==> config.mk <==
export PLATFORM = sky130hd
export DESIGN_NAME = data_mem_dump_flat
export DESIGN_NICKNAME = d
export VERILOG_FILES = /design/src/rtl/data_mem_dump_if.sv /design/src/rtl/data_mem_dump.sv /design/src/flat_wrapper.sv
export SDC_FILE = /design/constraint.sdc
export NUM_CORES = 1
export LEC_CHECK = 0
export CAP_MARGIN = 10
export CORE_MARGIN = 2
export CORE_UTILIZATION = 35
export DETAILED_ROUTE_END_ITERATION = 8
export GPL_ROUTABILITY_DRIVEN = 0
export RECOVER_POWER = 25
export SYNTH_ARGS = -nofsm -noshare
export SYNTH_HDL_FRONTEND = slang
export SYNTH_SLANG_ARGS = --single-unit
==> constraint.sdc <==
create_clock -name clk -period 3.2 [get_ports clk]
set_input_delay 0.32 -clock clk [delete_from_list [all_inputs] [get_ports clk]]
set_output_delay 0.32 -clock clk [all_outputs]
set_load 0.03 [all_outputs]
==> src/rtl/data_mem_dump_if.sv <==
// Bus bundle between the data-RAM dump engine and its environment: RAM read port,
// UART transmit handshake, and the debug unit's start/status signals.
interface data_mem_dump_if #(
  parameter int RAM_WIDTH = 32,
  parameter int RAM_DEPTH = 2048,
  parameter int AW        = $clog2(RAM_DEPTH)
);
  logic                 start;
  logic [AW:0]          num_words;
  logic [AW-1:0]        mem_addr;
  logic                 mem_en;
  logic [RAM_WIDTH-1:0] mem_data;
  logic [7:0]           tx_data;
  logic                 tx_start;
  logic                 tx_done;
  logic                 busy;
  logic                 done;

  // The dump engine drives the RAM address/enable and the transmitter request.
  modport master (
    input  start, num_words, mem_data, tx_done,
    output mem_addr, mem_en, tx_data, tx_start, busy, done
  );

  modport slave (
    output start, num_words, mem_data, tx_done,
    input  mem_addr, mem_en, tx_data, tx_start, busy, done
  );
endinterface

==> src/rtl/data_mem_dump.sv <==
// Reads data-RAM words 0..cnt-1 after a halt and streams each word to the UART
// transmitter as bytes, most significant byte first.
module data_mem_dump #(
  parameter int RAM_WIDTH    = 32,
  parameter int RAM_DEPTH    = 2048,
  parameter int AW           = $clog2(RAM_DEPTH),
  parameter int READ_LATENCY = 1
) (
  input  logic            clk,
  input  logic            reset,
  data_mem_dump_if.master bus
);

  localparam int BYTES = RAM_WIDTH / 8;
  localparam int BW    = (BYTES > 1) ? $clog2(BYTES) : 1;
  localparam int LW    = (READ_LATENCY > 1) ? $clog2(READ_LATENCY) : 1;

  localparam logic [BW-1:0] BYTE_LAST = BW'(BYTES - 1);
  localparam logic [LW-1:0] LAT_LAST  = LW'(READ_LATENCY - 1);
  localparam logic [AW:0]   DEPTH_W   = (AW + 1)'(RAM_DEPTH);

  typedef enum logic [2:0] {
    S_IDLE,
    S_READ,
    S_WAIT,
    S_SEND,
    S_WAIT_TX,
    S_DONE
  } state_t;

  state_t               state;
  logic [AW:0]          cnt;
  logic [AW-1:0]        word_idx;
  logic [BW-1:0]        byte_idx;
  logic [LW-1:0]        lat_cnt;
  logic [RAM_WIDTH-1:0] word_sr;
  logic [AW:0]          next_word;

  // One bit wider than the address so the last-word compare cannot wrap.
  assign next_word = {1'b0, word_idx} + (AW + 1)'(1);

  // NOTE: all state uses non-blocking assignments so every branch sees pre-edge values.
  always_ff @(posedge clk) begin
    if (reset) begin
      state        <= S_IDLE;
      cnt          <= '0;
      word_idx     <= '0;
      byte_idx     <= '0;
      lat_cnt      <= '0;
      word_sr      <= '0;
      bus.mem_addr <= '0;
      bus.mem_en   <= 1'b0;
      bus.tx_data  <= '0;
      bus.tx_start <= 1'b0;
      bus.busy     <= 1'b0;
      bus.done     <= 1'b0;
    end else begin
      case (state)
        S_IDLE: begin
          if (bus.start) begin
            cnt      <= (bus.num_words > DEPTH_W) ? DEPTH_W : bus.num_words;
            word_idx <= '0;
            bus.busy <= 1'b1;
            if (bus.num_words == '0) begin
              bus.done <= 1'b1;
              state    <= S_DONE;
            end else begin
              bus.mem_en   <= 1'b1;
              bus.mem_addr <= '0;
              state        <= S_READ;
            end
          end
        end

        S_READ: begin
          lat_cnt <= '0;
          state   <= S_WAIT;
        end

        S_WAIT: begin
          if (lat_cnt == LAT_LAST) begin
            // Top byte goes straight out; the rest is pre-shifted for later bytes.
            bus.tx_data  <= bus.mem_data[RAM_WIDTH-1 -: 8];
            word_sr      <= bus.mem_data << 8;
            byte_idx     <= '0;
            bus.mem_en   <= 1'b0;
            bus.tx_start <= 1'b1;
            state        <= S_SEND;
          end else begin
            lat_cnt <= lat_cnt + LW'(1);
          end
        end

        S_SEND: begin
          bus.tx_start <= 1'b0;
          state        <= S_WAIT_TX;
        end

        S_WAIT_TX: begin
          if (bus.tx_done) begin
            if (byte_idx != BYTE_LAST) begin
              byte_idx     <= byte_idx + BW'(1);
              bus.tx_data  <= word_sr[RAM_WIDTH-1 -: 8];
              word_sr      <= word_sr << 8;
              bus.tx_start <= 1'b1;
              state        <= S_SEND;
            end else if (next_word < cnt) begin
              word_idx     <= next_word[AW-1:0];
              bus.mem_addr <= next_word[AW-1:0];
              bus.mem_en   <= 1'b1;
              state        <= S_READ;
            end else begin
              bus.done <= 1'b1;
              state    <= S_DONE;
            end
          end
        end

        S_DONE: begin
          bus.done <= 1'b0;
          bus.busy <= 1'b0;
          state    <= S_IDLE;
        end

        default: state <= S_IDLE;
      endcase
    end
  end

endmodule

==> src/flat_wrapper.sv <==
// flat-port wrapper written by rule: the top's interface ports become plain ports
module data_mem_dump_flat 
#(
  parameter int RAM_WIDTH    = 32,
  parameter int RAM_DEPTH    = 2048,
  parameter int AW           = $clog2(RAM_DEPTH),
  parameter int READ_LATENCY = 1
)
  (clk, reset, bus_start, bus_num_words, bus_mem_data, bus_tx_done, bus_mem_addr, bus_mem_en, bus_tx_data, bus_tx_start, bus_busy, bus_done);
  data_mem_dump_if #(.RAM_WIDTH(RAM_WIDTH), .RAM_DEPTH(RAM_DEPTH), .AW(AW)) bus_i ();
  input  logic clk;
  input  logic reset;
  input wire logic [$bits(bus_i.start)-1:0] bus_start;
  input wire logic [$bits(bus_i.num_words)-1:0] bus_num_words;
  input wire logic [$bits(bus_i.mem_data)-1:0] bus_mem_data;
  input wire logic [$bits(bus_i.tx_done)-1:0] bus_tx_done;
  output wire logic [$bits(bus_i.mem_addr)-1:0] bus_mem_addr;
  output wire logic [$bits(bus_i.mem_en)-1:0] bus_mem_en;
  output wire logic [$bits(bus_i.tx_data)-1:0] bus_tx_data;
  output wire logic [$bits(bus_i.tx_start)-1:0] bus_tx_start;
  output wire logic [$bits(bus_i.busy)-1:0] bus_busy;
  output wire logic [$bits(bus_i.done)-1:0] bus_done;
  assign bus_i.start = bus_start;
  assign bus_i.num_words = bus_num_words;
  assign bus_i.mem_data = bus_mem_data;
  assign bus_i.tx_done = bus_tx_done;
  assign bus_mem_addr = bus_i.mem_addr;
  assign bus_mem_en = bus_i.mem_en;
  assign bus_tx_data = bus_i.tx_data;
  assign bus_tx_start = bus_i.tx_start;
  assign bus_busy = bus_i.busy;
  assign bus_done = bus_i.done;
  data_mem_dump #(.RAM_WIDTH(RAM_WIDTH), .RAM_DEPTH(RAM_DEPTH), .AW(AW), .READ_LATENCY(READ_LATENCY)) u_core (.clk(clk), .reset(reset), .bus(bus_i));
endmodule
==> results of run 1 <==
==> registers in the layout, summed over array words and instances (netlist names) <==
signal / cells
u_core.byte_idx: 2
u_core.word_idx: 11
u_core.bus.done: 1
u_core.cnt: 12
u_core.state: 3
u_core.bus.busy: 1
u_core.bus.mem_addr: 11
u_core.bus.mem_en: 1
u_core.bus.tx_data: 8
u_core.word_sr: 24
u_core.bus.tx_start: 1
==> cells by family (layout without fill, tap and decap cells) <==
group / after synthesis / in the layout / synth area share
mux: 1 / 1 / 0.002617
compound gates: 108 / 108 / 0.1969
xor+xnor: 8 / 8 / 0.02028
fa+ha+maj: 13 / 13 / 0.04253
buf+inv: 54 / 112 / 0.07556
flops: 75 / 75 / 0.3925
simple gates: 196 / 196 / 0.2695
==> per-layer routing <==
metal  GRT usage  part of all wire  wire (um)  vias to the layer above
met5           0                 0          0                        -
met4     0.07692             0.025        227                        0
met3     0.03315             0.043        396                       18
met2      0.2317              0.45       4129                       76
met1      0.2352              0.49       4500                     1550
li1            -                 -          -                     1739
==> how the worst max path moves through the flow <==
stage                  startpoint                     end  slack (ps)  depth (start not counted)
5_1_grt        u_core.word_idx[0]     u_core.word_idx[10]         -30                         13
2_1_floorplan  u_core.word_idx[0]  u_core.bus.mem_addr[1]         390                         13
3_5_place_dp   u_core.word_idx[0]     u_core.word_idx[10]          70                         13
6_report       u_core.word_idx[0]     u_core.word_idx[10]         210                         13
3_3_place_gp   u_core.word_idx[0]     u_core.word_idx[10]         180                         13
4_1_cts        u_core.word_idx[0]     u_core.word_idx[10]          30                         13
==> through the flow <==
| step | utilization | hold slack (ps) |
|---|---|---|
| floorplan | - | 427.7 |
| global placement | 0.4223 | 441.5 |
| detailed placement | 0.4223 | 444.0 |
| CTS | 0.4399 | 433.4 |
| global route | 0.4410 | 459.6 |
| finish | 0.4410 | 440.3 |
==> Yosys cell counts, drive strengths merged (4+ instances only) <==
cell	n	area, um^2
a31oi	4	31.28
clkbuf	12	45.04
xnor2	5	51.30
nand4	6	52.55
and3	9	61.31
ha	13	162.7
nor3	5	41.29
a211oi	4	40.03
a21oi	38	190.2
nor2	43	185.2
nand3	46	250.2
inv	19	71.32
o31ai	6	45.04
nor4	4	31.28
nand3b	13	97.59
buf	23	172.7
a311oi	25	219.0
nand2	60	232.7
dfxtp	75	1501
o21ai	15	75.07
nand2b	4	25.02
==> critical path, cell delays in order, from the launching register on <==
cell and delay, ps:
dfxtp_2 390, ha_1 200, and3_1 210, and3_4 250, nand3_2 120, xnor2_2 180
ha_1 290, and4_1 230, o211ai_1 140, o21ba_4 270, a211oi_2 240, buf_6 180
o21ai_0 110, o31ai_1 100
==> cell type report <==
cell class | instances | area [um^2] | area share
multi-input combinational | 326 | 2039 | 0.4304
sequential | 75 | 1504 | 0.3174
tap | 140 | 175.2 | 0.03697
clock buffer | 9 | 123.9 | 0.02614
inverter | 19 | 71.32 | 0.01505
clock inverter | 6 | 65.06 | 0.01373
timing repair buffer | 78 | 759.5 | 0.1603
==> power groups by stage <==
stage | Sequential (mW) | Clock, mW | Combinational (mW)
final | 1.02 | 0.722 | 0.331
after global routing | 1.02 | 0.776 | 0.367
after CTS | 1.02 | 0.734 | 0.337
after detailed placement | 1.04 | 0 | 0.336
after global placement | 1.04 | 0 | 0.332
after floorplan | 1.05 | 0 | 0.204
==> flow_summary.yaml, run 1 <==
run_status:
  status: "finished, final reports clean"
placement:
  portBuffers: 70
  post-dp-hpwl_um: 6594
  place_inst: 638
  dpl_worst_slack_ps: 70.04
  dpl-instance-area_um2: 4538
cells_and_area:
  mostFrequentLayoutCell: "dfxtp_1"
  nets: 570
  antenna_cells: 0
  nFillCells: 1067
  drive_gt1_frac: 0.09357
  layoutNonFillerInstCount: 653
  final_cell_mix: "73 x dfxtp_1, 59 x nand2_1, 47 x clkdlybuf4s50_1"
  syn2layout_area_growth_pct: 23.88
  design_area_um2: 4738
clocking:
  cts_sinks: 75
  cts_buffers: 9
  clk_pin_slew_ps: 80
  cts_tree: "built"
  clk_path_buf_depth: 2
  htreeDepth: 3
  post_cts_buffers: 0
  ctsRootBufferMaster: "clkbuf_8"
  cts_resized: 0
  clock_latency_ps: 360
  hold_buffers: 0
power_and_ir_drop:
  power.share.switching: 0.2841
  vdd.ir_drop.worst_mv: 0.2529
  p_seq_frac: 0.491
  p_leak_nw: 1.754
  pwr-share-comb: 0.160
  powerDensity_nw_per_um2: 436.6
  p_total_mw: 2.069
  pwr-share-clk: 0.349
  p_sw_mw: 0.5877
  internal_power_mw: 1.481
critical_path:
  worst_ep_required_time_ps: 3460
  crit_fanout: 11
  crit_arrival_ps: 3250
  reg2reg_depth: 13
  cp-start-kind: "flip-flop"
  crit_path_end_kind: "flip-flop"
  r2r_start: "u_core.word_idx[0]"
  r2r_end: "u_core.word_idx[10]"
  reg2reg_slack_ps: 210
  path_class: "reg -> reg"
timing:
  setup-tns-final_ps: 0
  min_period_ps: 2991
  finalHoldViolations: 0
  final-setup-viol-count: 0
  period_share: 0.9346
  drv_slew: 0
  setup_slack_ps: 209.4
  worst_slew_pin_slew_ps: 627.8
  clock_skew_ps: 13.34
  slew_headroom: 0.5814
  max_freq_mhz: 334.4
floorplan:
  num_io_pins: 71
  die_h_um: 108.5
  initial_utilization: 0.3560
  core_area_um2: 10750
  chipWidth_um: 108.5
  rows: 38
  die_area_um2: 11780
routing:
  drtAntennaViolNets: 0
  drt-total-wl_um: 9253
  via_count: 3383
  drt-initial-drc-count: 217
  via_per_inst: 5.181
  drc_errors: 0
  routedWlPerCell_um: 14.17
  drtPass1Iterations: 4
global_routing:
  grt_max_degree: 59
  grt_first_pass_wirelength_um: 15390
  grt-ovfl-total: 0
  grt.total_usage: 0.1634
  antenna_found_initial: 0
  first_global_vias: 3154
synth:
  synth_cell_types: 54
  syn_area_per_cell_um2: 8.406
  ys_seq_elements: 75
  synth_top_flop_cell: "dfxtp_1"
  async_reset_ff_frac: 0
  synth_nets: 516
  seq_area_frac_synth: 0.3925
  synthCells: 455
  synth-edff-count: 0
  yosys_warnings: 0
  syn_area_um2: 3825
min_path:
  hold_start: "reset"
  hold_depth: 3
  hold_path_end: "u_core.state[0]"
  worstHoldPathType: "in -> reg"
flow_run:
  maxCapViolCount: 0
Power figures use the tool's default switching activity.
==> inputs of run 2 (changes only) <==
- GPL_ROUTABILITY_DRIVEN: 0 -> not set
- SKIP_CTS_REPAIR_TIMING: not set -> 1
- SLEW_MARGIN: not set -> 25
==> results of run 2 <==
Final layout, timing and power as in run 1 (identical DEF).
==> inputs of run 3 (changes only) <==
- ABC_AREA: not set -> 1
- CTS_CLUSTER_SIZE: not set -> 20
==> run 3 against run 2 <==
  * Area after synthesis is 1.3% higher
  * Combinational power is 87% higher
  * Non-clock buffer count is 4 lower
  * Clock skew is 6.4 ps lower
  * Maximum frequency is 4.3% higher
  * Clock power is 2% higher
  * Synthesized cell count is 23% higher
==> flow_summary.yaml, run 3 <==
timing:
  setup_slack_ps: 333.7
  period_share: 0.8957
  finalHoldViolations: 0
  slew_headroom: 0.4118
  min_period_ps: 2866
  worst_slew_pin_slew_ps: 879.0
  final-setup-viol-count: 0
  rsz0062_at_grt: "false"
  drv_slew: 0
  whs_ps: 449.9
  clock_skew_ps: 6.984
  max_freq_mhz: 348.9
  setup-tns-final_ps: 0
synth:
  seq_area_frac_synth: 0.3875
  synthCells: 560
  ys_seq_elements: 75
  synth-edff-count: 0
  synthTopCellsByCount: "138 x nand2_1, 75 x dfxtp_1, 65 x nor2_1"
  syn_area_um2: 3875
  synth_top_flop_cell: "dfxtp_1"
  yosysTopAreaCellShare: 0.3875
  async_reset_ff_frac: 0
  syn_area_per_cell_um2: 6.920
  yosysMostFrequentCell: "nand2_1"
  synth_cell_types: 32
  yosys_warnings: 0
  synth_largest_area_cell: "dfxtp_1"
  synth_nets: 621
  netlist_top_cells_area: "dfxtp_1 39%, nand2_1 13%, nor2_1 6.3%, inv_1 6.2%, a21oi_1 5.3%"
critical_path:
  worst_ep_required_time_ps: 3460
  crit_arrival_ps: 3120
  path_buf_inv: 3
  path_class: "reg -> reg"
  crit_path_end_kind: "flip-flop"
  reg2reg_slack_ps: 330
  cpMostUsedCell: "nor2_1"
  critPathTopFamily: "simple AND/OR/NAND/NOR gates"
  cp-start-kind: "flip-flop"
  slowest_stage: "nor2_1"
  cp_cell_sequence: "inv_1 -> nand2_4 -> nor2_1 -> buf_4 -> inv_2 -> a21boi_4 -> nand2_1 -> nor2_1 -> nor2_1"
  crit_fanout: 27
  max_stage_delay_ps: 660
routing:
  drt-total-wl_um: 9767
  via_per_inst: 4.786
  routedWlPerCell_um: 12.80
  via_count: 3652
  drt-initial-drc-count: 156
  drtPass1Iterations: 4
  drtAntennaViolNets: 0
  drc_errors: 0
clocking:
  ctsRootBufferMaster: "clkbuf_8"
  cts_sinks: 75
  cts_tree: "built"
  cts_buffers: 9
  clock_latency_ps: 360
  htreeDepth: 3
  clk_path_buf_depth: 2
  clk_pin_slew_ps: 80
placement:
  dpl_worst_slack_ps: 278.9
  place_congestion: 0.8952
  portBuffers: 70
  dpl-instance-area_um2: 4646
  post-dp-hpwl_um: 7127
  place_inst: 747
cells_and_area:
  nets: 679
  top_regs: "u_core.word_sr x24, u_core.cnt x12"
  largest_reg_flops: 24
  layoutNonFillerInstCount: 763
  drive_gt1_frac: 0.06260
  nFillCells: 1149
  design_area_um2: 4821
  seq_area_um2: 1503
  top_register: "u_core.word_sr"
  mostFrequentLayoutCell: "nand2_1"
  final_core_util: 0.4447
  multi_input_area_um2: 1953
  final_cell_mix: "139 x nand2_1, 74 x dfxtp_1, 67 x nor2_1"
  syn2layout_area_growth_pct: 24.41
  antenna_cells: 0
min_path:
  worstHoldPathType: "reg -> reg"
global_routing:
  first_global_vias: 3442
  grt-ovfl-total: 0
  grt_max_degree: 59
  grt.met1_usage: 0.2195
  grt_first_pass_wirelength_um: 16200
  globalRoute.busiestLayer: "met2"
  grt.total_usage: 0.1736
  met3_usage: 0.04662
  antenna_found_initial: 0
  use_met2: 0.2844
floorplan:
  core_area_um2: 10840
  initial_utilization: 0.3575
  num_io_pins: 71
  die_area_um2: 11930
  die_h_um: 109.2
  rows: 38
  chipWidth_um: 109.2
power_and_ir_drop:
  powerDensity_nw_per_um2: 506.3
  p_leak_nw: 2.167
  p_total_mw: 2.441
  vdd.ir_drop.worst_mv: 0.1871
flow_run:
  maxCapViolCount: 0
run_status:
  status: "finished, final reports clean"
## run 3: changes by cell type after synthesis, moves of 7 or more
cell,change
a311oi_1,-24
and3_1,-8
nand3b_1,-7
a31oi_1,+21
nand3_1,-20
inv_2,+7
o21ai_0,+25
inv_1,+45
a211oi_1,+8
nand2_1,+79
nor2_1,+24
## run 3: cells by family after synthesis
group,Yosys count,share of synthesized area
compound gates,116,0.1708
fa+ha+maj,13,0.04198
buf+inv,98,0.1036
flops,75,0.3875
simple gates,258,0.2961
## run 3: report_power, final
part / internal, mW / switching [mW]
Combinational: 0.250 / 0.369
Sequential: 1.03 / 0.0568
Clock: 0.362 / 0.372
Total: 1.64 / 0.798
## run 3: tightest hold or removal path, stage by stage (launching register included)
cell     delay (ps)
dfxtp_1         310
inv_1            50
a21oi_1          50
## run 3: area by class of cell
cell class              count  area share
clock buffers              10     0.02647
clock inverters             6     0.01350
inverters                  71     0.05528
multi-input cells         387      0.4051
flip-flops and latches     75      0.3117
well taps                 140     0.03634
repair buffers             74      0.1516
## run 3: layer usage
metal	wire [um]	share of wire	vias to the layer above
met2	4580	0.47	79
met5	0	0	-
met3	502	0.051	15
met4	196	0.020	0
met1	4488	0.46	1622
li1	-	-	1936
## run 3: worst paths after layout
kind / startpoint / endpoint / cells past startpoint
max: u_core.state[0] / u_core.word_idx[4] / 9
min reg2reg: u_core.bus.mem_en / u_core.bus.mem_en / 2
min: u_core.bus.mem_en / u_core.bus.mem_en / 2
max reg2reg: u_core.state[0] / u_core.word_idx[4] / 9
